## config.mk

```make
export PLATFORM = sky130hd
export DESIGN_NAME = dsp38_fir_sequencer
export DESIGN_NICKNAME = d
export VERILOG_FILES = /design/src/rtl/dsp38_pkg.sv /design/src/rtl/dsp38_fir_delay_line.sv /design/src/rtl/dsp38_fir_sequencer.sv
export SDC_FILE = /design/constraint.sdc
export NUM_CORES = 1
export LEC_CHECK = 0
export ABC_CLOCK_PERIOD_IN_PS = 11700
export CORE_ASPECT_RATIO = 1.2
export CORE_UTILIZATION = 57
export DETAILED_ROUTE_END_ITERATION = 10
export PLACE_DENSITY = 0.95
export SYNTH_ARGS = -nofsm -noshare
export SYNTH_HDL_FRONTEND = slang
export SYNTH_SLANG_ARGS = --single-unit
```

## constraint.sdc

```tcl
create_clock -name CLK -period 11.7 [get_ports CLK]
set_input_delay 2.34 -clock CLK [delete_from_list [all_inputs] [get_ports CLK]]
set_output_delay 2.34 -clock CLK [all_outputs]
set_load 0.01 [all_outputs]
```

## src/rtl/dsp38_pkg.sv

```systemverilog
// Shared DSP38 definitions: feedback codes, port widths and the sequencer FSM encoding.
package dsp38_pkg;

    localparam logic [2:0] FB_ACC = 3'b000;
    localparam logic [2:0] FB_MUL = 3'b001;

    localparam int unsigned A_W = 20;
    localparam int unsigned B_W = 18;
    localparam int unsigned Z_W = 38;

    typedef enum logic [1:0] {
        IDLE,
        MAC,
        DRAIN,
        OUT
    } state_e;

endpackage

```

## src/rtl/dsp38_fir_delay_line.sv

```systemverilog
// Sample delay line for the FIR sequencer: shifts one sample in per enable,
// with a tap-indexed read port (out-of-range taps read as 0).
module dsp38_fir_delay_line
    import dsp38_pkg::*;
#(
    parameter int unsigned NUM_TAPS = 4
) (
    input  logic           CLK,
    input  logic           RESET,
    input  logic           SHIFT_EN,
    input  logic [B_W-1:0] SHIFT_DATA,
    input  logic [3:0]     RD_ADDR,
    output logic [B_W-1:0] RD_DATA
);

    logic [B_W-1:0] taps_q [NUM_TAPS];

    always_ff @(posedge CLK or posedge RESET) begin
        if (RESET) begin
            for (int i = 0; i < int'(NUM_TAPS); i++) begin
                taps_q[i] <= '0;
            end
        end else if (SHIFT_EN) begin
            taps_q[0] <= SHIFT_DATA;
            for (int i = 1; i < int'(NUM_TAPS); i++) begin
                taps_q[i] <= taps_q[i-1];
            end
        end
    end

    always_comb begin
        RD_DATA = '0;
        for (int i = 0; i < int'(NUM_TAPS); i++) begin
            if (RD_ADDR == 4'(i)) begin
                RD_DATA = taps_q[i];
            end
        end
    end

endmodule

```

## src/rtl/dsp38_fir_sequencer.sv

```systemverilog
// Control stage for a single DSP38 MAC: feeds one tap per cycle from the delay
// line and coefficient table, then captures the settled sum onto an output stream.
module dsp38_fir_sequencer
    import dsp38_pkg::*;
#(
    parameter int unsigned NUM_TAPS = 4,
    parameter int unsigned PIPE_LAT = 2
) (
    input  logic           CLK,
    input  logic           RESET,
    input  logic [B_W-1:0] S_DATA,
    input  logic           S_VALID,
    output logic           S_READY,
    input  logic           COEFF_WE,
    input  logic [3:0]     COEFF_ADDR,
    input  logic [A_W-1:0] COEFF_WDATA,
    output logic [A_W-1:0] DSP_A,
    output logic [B_W-1:0] DSP_B,
    output logic [2:0]     DSP_FEEDBACK,
    output logic           DSP_LOAD_ACC,
    input  logic [Z_W-1:0] DSP_Z,
    output logic [Z_W-1:0] M_DATA,
    output logic           M_VALID,
    input  logic           M_READY,
    output logic           BUSY
);

    localparam logic [3:0] LAST_TAP   = 4'(NUM_TAPS - 1);
    localparam logic [2:0] LAST_DRAIN = 3'(PIPE_LAT - 1);

    state_e         state_q;
    logic [3:0]     tap_q;
    logic [2:0]     drain_q;
    logic [Z_W-1:0] m_data_q;
    logic           m_valid_q;
    logic           s_ready_q;
    logic           busy_q;

    logic [A_W-1:0] coeff_q [NUM_TAPS];
    logic [A_W-1:0] coeff_rd;
    logic [B_W-1:0] delay_rd;
    logic           accept;

    // s_ready_q is only ever set while the FSM sits in IDLE.
    assign accept = S_VALID && s_ready_q;

    dsp38_fir_delay_line #(
        .NUM_TAPS (NUM_TAPS)
    ) u_delay_line (
        .CLK        (CLK),
        .RESET      (RESET),
        .SHIFT_EN   (accept),
        .SHIFT_DATA (S_DATA),
        .RD_ADDR    (tap_q),
        .RD_DATA    (delay_rd)
    );

    // Writes land at the clock edge, so a same-cycle MAC read still sees the old value.
    always_ff @(posedge CLK or posedge RESET) begin
        if (RESET) begin
            for (int i = 0; i < int'(NUM_TAPS); i++) begin
                coeff_q[i] <= '0;
            end
        end else if (COEFF_WE) begin
            for (int i = 0; i < int'(NUM_TAPS); i++) begin
                if (COEFF_ADDR == 4'(i)) begin
                    coeff_q[i] <= COEFF_WDATA;
                end
            end
        end
    end

    always_comb begin
        coeff_rd = '0;
        for (int i = 0; i < int'(NUM_TAPS); i++) begin
            if (tap_q == 4'(i)) begin
                coeff_rd = coeff_q[i];
            end
        end
    end

    always_ff @(posedge CLK or posedge RESET) begin
        if (RESET) begin
            state_q   <= IDLE;
            tap_q     <= '0;
            drain_q   <= '0;
            m_data_q  <= '0;
            m_valid_q <= 1'b0;
            s_ready_q <= 1'b0;
            busy_q    <= 1'b0;
        end else begin
            unique case (state_q)
                IDLE: begin
                    if (accept) begin
                        state_q   <= MAC;
                        tap_q     <= '0;
                        s_ready_q <= 1'b0;
                        busy_q    <= 1'b1;
                    end else begin
                        s_ready_q <= 1'b1;
                    end
                end
                MAC: begin
                    if (tap_q == LAST_TAP) begin
                        state_q <= DRAIN;
                        drain_q <= '0;
                    end else begin
                        tap_q <= tap_q + 4'd1;
                    end
                end
                DRAIN: begin
                    if (drain_q == LAST_DRAIN) begin
                        state_q   <= OUT;
                        m_data_q  <= DSP_Z;
                        m_valid_q <= 1'b1;
                    end else begin
                        drain_q <= drain_q + 3'd1;
                    end
                end
                OUT: begin
                    if (M_READY) begin
                        state_q   <= IDLE;
                        m_valid_q <= 1'b0;
                        s_ready_q <= 1'b1;
                        busy_q    <= 1'b0;
                    end
                end
                default: begin
                    state_q <= IDLE;
                end
            endcase
        end
    end

    // DSP inputs are decoded from registered state; DSP38 registers them itself.
    always_comb begin
        DSP_A        = '0;
        DSP_B        = '0;
        DSP_FEEDBACK = FB_ACC;
        DSP_LOAD_ACC = 1'b0;
        if (state_q == MAC) begin
            DSP_A        = coeff_rd;
            DSP_B        = delay_rd;
            DSP_LOAD_ACC = 1'b1;
            DSP_FEEDBACK = (tap_q == 4'd0) ? FB_MUL : FB_ACC;
        end
    end

    assign S_READY = s_ready_q;
    assign M_DATA  = m_data_q;
    assign M_VALID = m_valid_q;
    assign BUSY    = busy_q;

endmodule

```

==> metrics.md <==
| Metric | Value |
|---|---|
| YS warnings | 0 |
| Rows | 51 |
| #FFs+latches synth | 202 |
| Asr flop ratio synth | 1.00 |
| Seq. cell area | between 0.005 and 0.006 mm^2 |
| Die Area | ~0.017 mm^2 |
| Reg2reg path depth | 6 |
| Pre-Repair DR Iteration Count | 5 |
| Max Freq | 0.171 GHz |
| Critical Path AT | 3.49 ns |
| Largest delay share family, worst path | buffers and inverters |
| Total of max-cap violations | 0 |
| All-Layer GR Usage | 0.276 |
| CTS Hold Bufs | 0 |
| Largest net degree at the start of global routing | 124 |
| TritonCTS Buffers | 21 |
| CTS tree | yes |
| Syn Inst Count | 773 |
| Crit path largest cell delay | ~0.55 ns |
| Antenna violations before repair | 0 |
| Run status | finished clean |
| Htree depth | 1 |
| Placed cell areas | 0.0112 mm^2 |
| Layout cells sized above 1 | 0.265 |
| Setup CP Type | register to output port |
| Final Max Slew Viols | 0 |
| CP max FO | 40 |
| RSZ-0062 raised after global routing | false |
| # IOs | 168 |
| Register area share after synthesis | 0.537 |
| Vias per inst | 6.09 |
| Crit end category | output port |
| Via count | 6,943 |
| Relative slew slack | 0.349 |
| First-pass GRT wire length | around 38 mm |
| Clock Tree Buf Depth | 3 |
| Hold Crit Class | register to register |
| Worst path bufs/invs | 3 |
| Setup_tns | 0 ns |
| Worst flop-to-flop path startpoint | tap_q[1]$_DFFE_PP0P_ |
| RR Endpoint | state_q[1]$_DFFE_PP0P_ |
| Vias in the first global route | 7,401 |
| Final Cycle Share | 0.499 |
| Synthesized area per cell | 12.2 um^2 |
| DRC | 0 |
| R2r setup slk | 9.32 ns |
| CTS Root Buffer Type | clkbuf_16 |
| Worst-skew pair later-pin latency | 0.50 ns |
| Max IR drop VDD | between 150 and 200 uV |
| Placeable Area | between 0.015 and 0.02 mm^2 |
| Most frequent cells in the layout | dfrtp_1, mux2_2, clkdlybuf4s50_1, o21ai_0, nand2_1 |
| Multi-input logic area | between 0.004 and 0.005 mm^2 |
| Slowest CP cell | clkdlybuf4s50_1 |
| Setup crit start kind | register |
| Antenna Cells | 0 |
| DP Wirelength | 13.9 mm |
| Setup Buffers After CTS | 0 |
| WL/cell | 20.2 um |
| Fill count | 1,051 |
| Hold path startpoint | M_DATA[4]$_DFFE_PP0P_ |
| Most common cell after layout, fill and taps aside | dfrtp_1 |
| Fin. Hold Viols | 0 |
| Drt first-iter violations | 488 |
| Die height | 143 um |
| Buffers on Ports | approximately 170 |
| Final wirelength | about 23 mm |
| Final ANT Viol Nets | 0 |
| Initial core utilization | 0.581 |
| Post_cts resized | 0 |
| Ys flop type | dfrtp_1 |
| Worst Hold Depth | 1 |
| Placer Congestion | 0.772 |
| Clk_skew | 0.0196 ns |
| Layout Area Growth over Synthesis | 26.4% |
| Synth cell types | 45 |
| PD cells | 252 mW/mm^2 |
| Post-route cell area | between 0.01 and 0.015 mm^2 |
| Grt ovf | 0 |
| Least-Margin Pin Slew | 0.976 ns |
| Tmin final | a little under 6 ns |
| Cell Chain, Critical Path | inv_1, ha_2, nor4b_4, buf_4, nand2_1, o21ai_0, a32o_1, clkdlybuf4s50_1 |
| Post-Syn Area | about 0.0094 mm^2 |
| Die Width | 119 um |
| # nets final | roughly 1,000 |
| Leak | 4.90 nW |
| Hold EP | M_DATA[4]$_DFFE_PP0P_ |
| Setup Viol. Count Final | 0 |
| Post-synth EDFFs | 0 |
| CTS clk-pin slew, worst paths | about 0.060 ns |
| Critical path data required time | 9.36 ns |
| CTS Sinks | 202 |
state kept, by name (all words and copies together) (netlist names):
name                 cells
state_q                  2
tap_q                    4
u_delay_line.taps_q     72
M_DATA                  38
BUSY                     1
drain_q                  3
S_READY                  1
coeff_q                 80
M_VALID                  1
metal layers:
metal	wire (um)	up-vias	track usage
li1	-	3074	-
met1	8980	3503	0.338
met2	11800	300	0.471
met3	1450	66	0.0523
met4	830	0	0.134
met5	0	-	0
power by group:
group | leakage, nW | switching (W) | total [W] | internal (W)
clock network | 0.330 | 0.000269 | 0.000670 | 0.000401
registers | 2.42 | 0.000177 | 0.00114 | 0.000964
logic | 2.15 | 0.000547 | 0.00119 | 0.000640
stage by stage:
| step | hold WS, ns | utilization | instances | setup WS, ns | total power [W] |
|---|---|---|---|---|---|
| after floorplan | 0.479 | - | 774 | 3.85 | 0.00183 |
| after global placement | 0.486 | 0.692 | 1104 | 6.61 | 0.00225 |
| after detailed placement | 0.492 | 0.692 | 1104 | 6.53 | 0.00231 |
| after CTS | 0.507 | 0.734 | 1140 | 5.86 | 0.00300 |
| after global routing | 0.517 | 0.734 | 1140 | 5.67 | 0.00315 |
| final | 0.504 | 0.734 | 1140 | 5.87 | 0.00300 |
cells by family (layout without fill, tap and decap cells):
| family | after synthesis | in the layout | share of synthesized area |
|---|---|---|---|
| AO/OA/AOI/OAI | 179 | 179 | 0.123 |
| adder cells (fa/ha/maj) | 10 | 10 | 0.0133 |
| buffers and inverters | 73 | 227 | 0.0327 |
| flip-flops | 202 | 202 | 0.537 |
| multiplexers | 191 | 191 | 0.228 |
| other | 1 | 2 | 0.000398 |
| AND/OR/NAND/NOR | 117 | 117 | 0.0660 |
layout make-up:
cell class	count	share of cell area
clock buffers	30	0.0504
clock inverters	6	0.00746
inverters	11	0.00410
multi-input cells	499	0.343
flip-flops and latches	202	0.425
well taps	212	0.0223
repair buffers	180	0.148
cells in the mapped netlist, types with 2 or more instances:
library cell  instances  share of area
a32o_1               37          0.039
buf_1                 5         0.0020
nand2_1              48          0.019
clkbuf_1             44          0.018
nor2b_1              41          0.027
ha_1                 10          0.013
buf_4                 2         0.0016
mux2_2              190           0.23
buf_2                 8         0.0043
buf_6                 2         0.0024
nand4_1               3         0.0020
a22o_1                3         0.0028
and3_1                3         0.0020
dfrtp_1             202           0.54
inv_1                11         0.0044
nor2_1                6         0.0024
nand3_1               4         0.0021
nor3b_1               2         0.0016
a21oi_1              44          0.023
o21ai_0              83          0.044
worst max-delay path by stage:
| stage | start | to | slack, ns | cells after the start |
|---|---|---|---|---|
| global route | tap_q[1]$_DFFE_PP0P_ | DSP_B[13] | 5.67 | 8 |
| global placement | tap_q[1]$_DFFE_PP0P_ | DSP_A[17] | 6.61 | 8 |
| CTS | tap_q[1]$_DFFE_PP0P_ | DSP_B[13] | 5.86 | 8 |
| finish | tap_q[1]$_DFFE_PP0P_ | DSP_B[13] | 5.87 | 8 |
| detailed placement | tap_q[1]$_DFFE_PP0P_ | DSP_B[17] | 6.53 | 8 |
| floorplan | RESET | BUSY$_DFFE_PP0P_ | 3.85 | 1 |
(Power assumes the default switching activity.)
==> RTL change 1: new RTL, config.mk and constraints unchanged <==
Encoding of `state_e`: now one-hot (4 bits for 4 states).
--- a/src/rtl/dsp38_pkg.sv
+++ b/src/rtl/dsp38_pkg.sv
@@ -8,11 +8,11 @@
     localparam int unsigned B_W = 18;
     localparam int unsigned Z_W = 38;
 
-    typedef enum logic [1:0] {
-        IDLE,
-        MAC,
-        DRAIN,
-        OUT
+    typedef enum logic [3:0] {
+        IDLE  = 4'b0001,
+        MAC   = 4'b0010,
+        DRAIN = 4'b0100,
+        OUT   = 4'b1000
     } state_e;
 
 endpackage
Formal check against the unedited RTL: same outputs for any inputs over 4 cycles, from zero or initial values and one cycle with RESET high; so few cycles prove little.
==> RTL change 1 against the unedited design <==
Worst setup slack improved by 0.090 ns. Largest power group is now sequential cells. Wire length shrank 13%. Maximum frequency is 1.6% higher. Die area decreased by 1.8%. Area after synthesis is 1.8% lower. Total power decreased by 22%. Final area fell by 2.5%. Sequential share of layout area is 1.5 points higher. Sequential cell count is 2 higher.
==> RTL change 1: results (changes against the unedited design) <==
- Biggest register: coeff_q
- Clk buf depth: 3 (unchanged)
- Leak: 4.94 nW (+0.90%)
- Number of CTS-inserted buffers: 21 (unchanged)
- Status: finished clean
- Post CTS Setup Buffer Count: 0 (unchanged)
- H-tree Lvls: 1 (unchanged)
- Met3 Resource Use GR: 3.38% (-1.9 points)
- Layout fillers: 997 (-5.1%)
- Ant diodes: 0 (unchanged)
- RD Place Congestion: 0.792 (+2.6%)
- Int Power: 1.62 mW (-19%)
- Synth top area cells: dfrtp_1 55%, mux2_2 20%, mux2_4 3.2%
- Final HPWL DP: 12,200 µm (-12%)
- Final net count: 928 (-8.1%)
- Global-route wire length before repair: 32,800 µm (-13%)
- Clock skew: 0.0169 ns (-0.00274 ns)
- DP Worst Slack: 6.47 ns (-0.0587 ns)
- GR Util All Layers: 24.3% (-3.3 points)
- Worst vdd ir: 173 µV (-10%)
- Met1 Use GR: 31.9% (-1.9 points)
- Post-synth EDFFs: 0 (unchanged)
- Largest net degree at the start of global routing: 143 (+15%)
- Ys Warns: 0 (unchanged)
- Antenna violations before repair: 0 (unchanged)
- Worst EP arrival: 3.40 ns (-0.09 ns)
- Initial DRC Count: 289 (-41%)
- Buffers added on ports: 165 (unchanged)
- Clk_lat worst skew: 0.49 ns
- Initial DRT Pass Iterations: 5 (unchanged)
- Met2 Usage GRT: 41.3% (-5.8 points)
- Crit Path Max Fanout: 38 (-5.0%)
- Layout cell share with drive strength beyond 1: 27.9% (+1.4 points)
- Clk slew on worst S/H paths: 0.07 ns
- Post-synth top cells: 203 x dfrtp_1, 162 x mux2_2, 44 x a21oi_1, 34 x clkbuf_1, 22 x nand2b_1
- Max reg flops: 80 (unchanged)
- Drt wl/cell: 19.0 µm (-5.7%)
- DRC errors left: 0 (unchanged)
- Clk Tree Root Cell: clkbuf_16
- Via density: 5.99 (-1.7%)
- Post-CTS sizing: 0 (unchanged)
- Hold Path Class: reg -> reg
- Post-synthesis sequential area ratio: 55.2% (+1.6 points)
- Vias in the first global route: 6,351 (-14%)
- Asr flop ratio synth: 100% (unchanged)
- Synth cell types: 52 (+16%)
- Rel. slew slack: 24.8% (-10 points)
RTL change 1: power by group through the flow:
stage	registers [mW]	logic [mW]	clock network, mW
after floorplan	0.996	0.510	0
after global placement	1.02	0.652	0
after detailed placement	1.04	0.678	0
after CTS	1.03	0.687	0.636
after global routing	1.06	0.743	0.664
final	1.03	0.684	0.622
RTL change 1: kinds of logic (layout without fill, tap and decap cells):
group | count (synthesis) | after routing | share of synthesized area [%]
simple gates | 111 | 111 | 8.20
compound gates | 119 | 119 | 8.42
flops | 204 | 204 | 55.2
other cells | 1 | 2 | 0.0406
fa+ha+maj | 6 | 6 | 0.812
mux | 191 | 191 | 24.1
buf+inv | 59 | 215 | 3.21
RTL change 1: cell type report:
type                       instances  share of cell area, %
clock buffer                      26                   4.78
clock inverter                     8                  0.647
inverter                           8                  0.323
multi-input combinational        429                   33.3
sequential                       204                   44.0
tap                              208                   2.24
timing repair buffer             173                   14.7
RTL change 1: path summary, 6_finish.rpt:
path                                        startpoint                            endpoint  slack [ns]  cells past startpoint
worst min register to register   M_DATA[0]$_DFFE_PP0P_               M_DATA[0]$_DFFE_PP0P_        0.49                      1
max in group asynchronous                        RESET  u_delay_line.taps_q[5]$_DFFE_PP0P_        7.81                      3
worst min-delay path             M_DATA[0]$_DFFE_PP0P_               M_DATA[0]$_DFFE_PP0P_        0.49                      1
worst max register to register  state_q[1]$_DFFE_PP0P_              M_DATA[31]$_DFFE_PP0P_        9.19                      3
min in group asynchronous                        RESET             coeff_q[34]$_DFFE_PP0P_        2.47                      2
worst max-delay path              tap_q[0]$_DFFE_PP0P_                            DSP_B[9]        5.96                      6
RTL change 1: metrics by stage:
| stage | hold WS, ns | std cells | cell area (µm²) |
|---|---|---|---|
| floorplan | 0.470 | 692 | 9250 |
| global placement | 0.467 | 1022 | 11000 |
| detailed placement | 0.476 | 1022 | 11000 |
| CTS | 0.490 | 1056 | 11600 |
| global route | 0.505 | 1056 | 11600 |
| finish | 0.489 | 1056 | 11600 |
RTL change 1: critical path: stages (launching register included):
cell and delay (ns):
dfrtp_1 0.41, ha_1 0.21, buf_4 0.23, or4b_2 1.07, o2111ai_1 0.39, a21oi_1 0.10
clkdlybuf4s50_1 0.49
RTL change 1: per-layer routing:
| layer | vias up | wire length, µm |
|---|---|---|
| li1 | 2846 | - |
| met1 | 3194 | 8310 |
| met2 | 247 | 10100 |
| met3 | 38 | 1230 |
| met4 | 0 | 469 |
| met5 | - | 0 |
==> RTL change 2: new RTL, config.mk and constraints unchanged <==
Without the edit above. `NUM_TAPS` is set to 4 in 2 places; all go to 16.
--- a/src/rtl/dsp38_fir_delay_line.sv
+++ b/src/rtl/dsp38_fir_delay_line.sv
@@ -3,7 +3,7 @@
 module dsp38_fir_delay_line
     import dsp38_pkg::*;
 #(
-    parameter int unsigned NUM_TAPS = 4
+    parameter int unsigned NUM_TAPS = 16
 ) (
     input  logic           CLK,
     input  logic           RESET,
--- a/src/rtl/dsp38_fir_sequencer.sv
+++ b/src/rtl/dsp38_fir_sequencer.sv
@@ -3,7 +3,7 @@
 module dsp38_fir_sequencer
     import dsp38_pkg::*;
 #(
-    parameter int unsigned NUM_TAPS = 4,
+    parameter int unsigned NUM_TAPS = 16,
     parameter int unsigned PIPE_LAT = 2
 ) (
     input  logic           CLK,
Formal check against the unedited RTL: not equivalent (Yosys sat finds a counterexample within 10 cycles, from zero or initial values and one cycle with RESET high).
==> RTL change 2 against the unedited design <==
Die area rose to 3.3 times the old value. Sequential cell count up 456. Worst setup slack worse by 2.1 ns. Final area rose to 3.0 times the old value. Area after synthesis rose to 3.4 times the old value. Non-clock buffer count up 32. Wire length rose to 4.2 times the old value. Total power rose to 3.2 times the old value. Critical endpoint is now DSP_A[15]. Largest cell class unchanged. Highest routed layer unchanged.
==> RTL change 2: results (changes against the unedited design) <==
- Synth-to-Final Area Change: 12.2%
- WL met3: 12,200 µm (+740%)
- Met1 Use GR: 40.2% (+6.4 points)
- Final net count: 2,779 (+180%)
- Min-delay src: M_DATA[14]$_DFFE_PP0P_
- Met2 wire length: 44,200 µm (+280%)
- Mux cell area share after synthesis: 22.4% (-0.42 points)
- Leak: 14.8 nW (+200%)
- GR Util All Layers: 34.0% (+6.4 points)
- Synth cell types: 76 (+69%)
- Tot Pwr: 9.62 mW (+220%)
- Status: finished clean
- Met3 Resource Use GR: 10.4% (+5.1 points)
- Number of CTS-inserted buffers: 60 (+190%)
- Layout cell share with drive strength beyond 1: 30.0% (+3.5 points)
- Clock skew: 0.0261 ns (+0.00644 ns)
- Initial DRC Count: 3,286 (+570%)
- # clock sinks: 658 (+230%)
- Area of the multi-input gates: 0.0140 mm² (+240%)
- Worst R2R Setup Slack: 8.17 ns (-1.15 ns)
- Initial DRT Pass Iterations: 9 (+4)
- Non-clk bufs: 212 (+18%)
- Antenna violations before repair: 5 (+5)
- Net Switching: 3.66 mW (+270%)
- Cell area after synthesis: 0.0317 mm² (+240%)
- Post-synthesis sequential area ratio: 51.9% (-1.7 points)
- Worst r2r src: tap_q[0]$_DFFE_PP0P_
- Global-route wire length before repair: 149,000 µm (+300%)
- Met1 WL: 32,100 µm (+260%)
- Worst-margin pin slew: 1.45 ns (+0.473 ns)
- Data buffer area share: 5.74% (-9.1 points)
- Post-Layout Cell Count: 3,452 (+200%)
- Post-synthesis compound-gate area fraction: 15.5% (+3.3 points)
- DP Area: 0.0336 mm² (+200%)
- Comb pwr: 3.79 mW (+220%)
- Synth top area cells: dfrtp_1 52%, mux2_2 22%, a21oi_1 2.4%
- WHS Endpoint: M_DATA[14]$_DFFE_PP0P_
- Met2 Usage GRT: 52.3% (+5.2 points)
- Worst r2r path cells: 8 (+2)
- H-tree Lvls: 2 (+1)
RTL change 2: cell count changes after synthesis, moves of 35 or more:
cell / before / now
clkbuf_1: 44 / 98
a211oi_1: 0 / 38
nand2_1: 48 / 135
mux2_2: 190 / 628
buf_2: 8 / 122
o21ai_0: 83 / 149
a32o_1: 37 / 1
o22ai_1: 0 / 58
a221oi_1: 0 / 35
dfrtp_1: 202 / 658
nor2_1: 6 / 68
a21oi_1: 44 / 152
RTL change 2: worst max-delay path: stages (launching register included):
cell and delay, ns:
dfrtp_1 0.52, ha_4 0.52, buf_4 0.56, buf_4 0.66, and3b_1 1.09, a2bb2oi_1 0.24, o31a_1 0.22, a211o_1 0.33
a21oi_1 0.17, clkdlybuf4s50_1 0.60
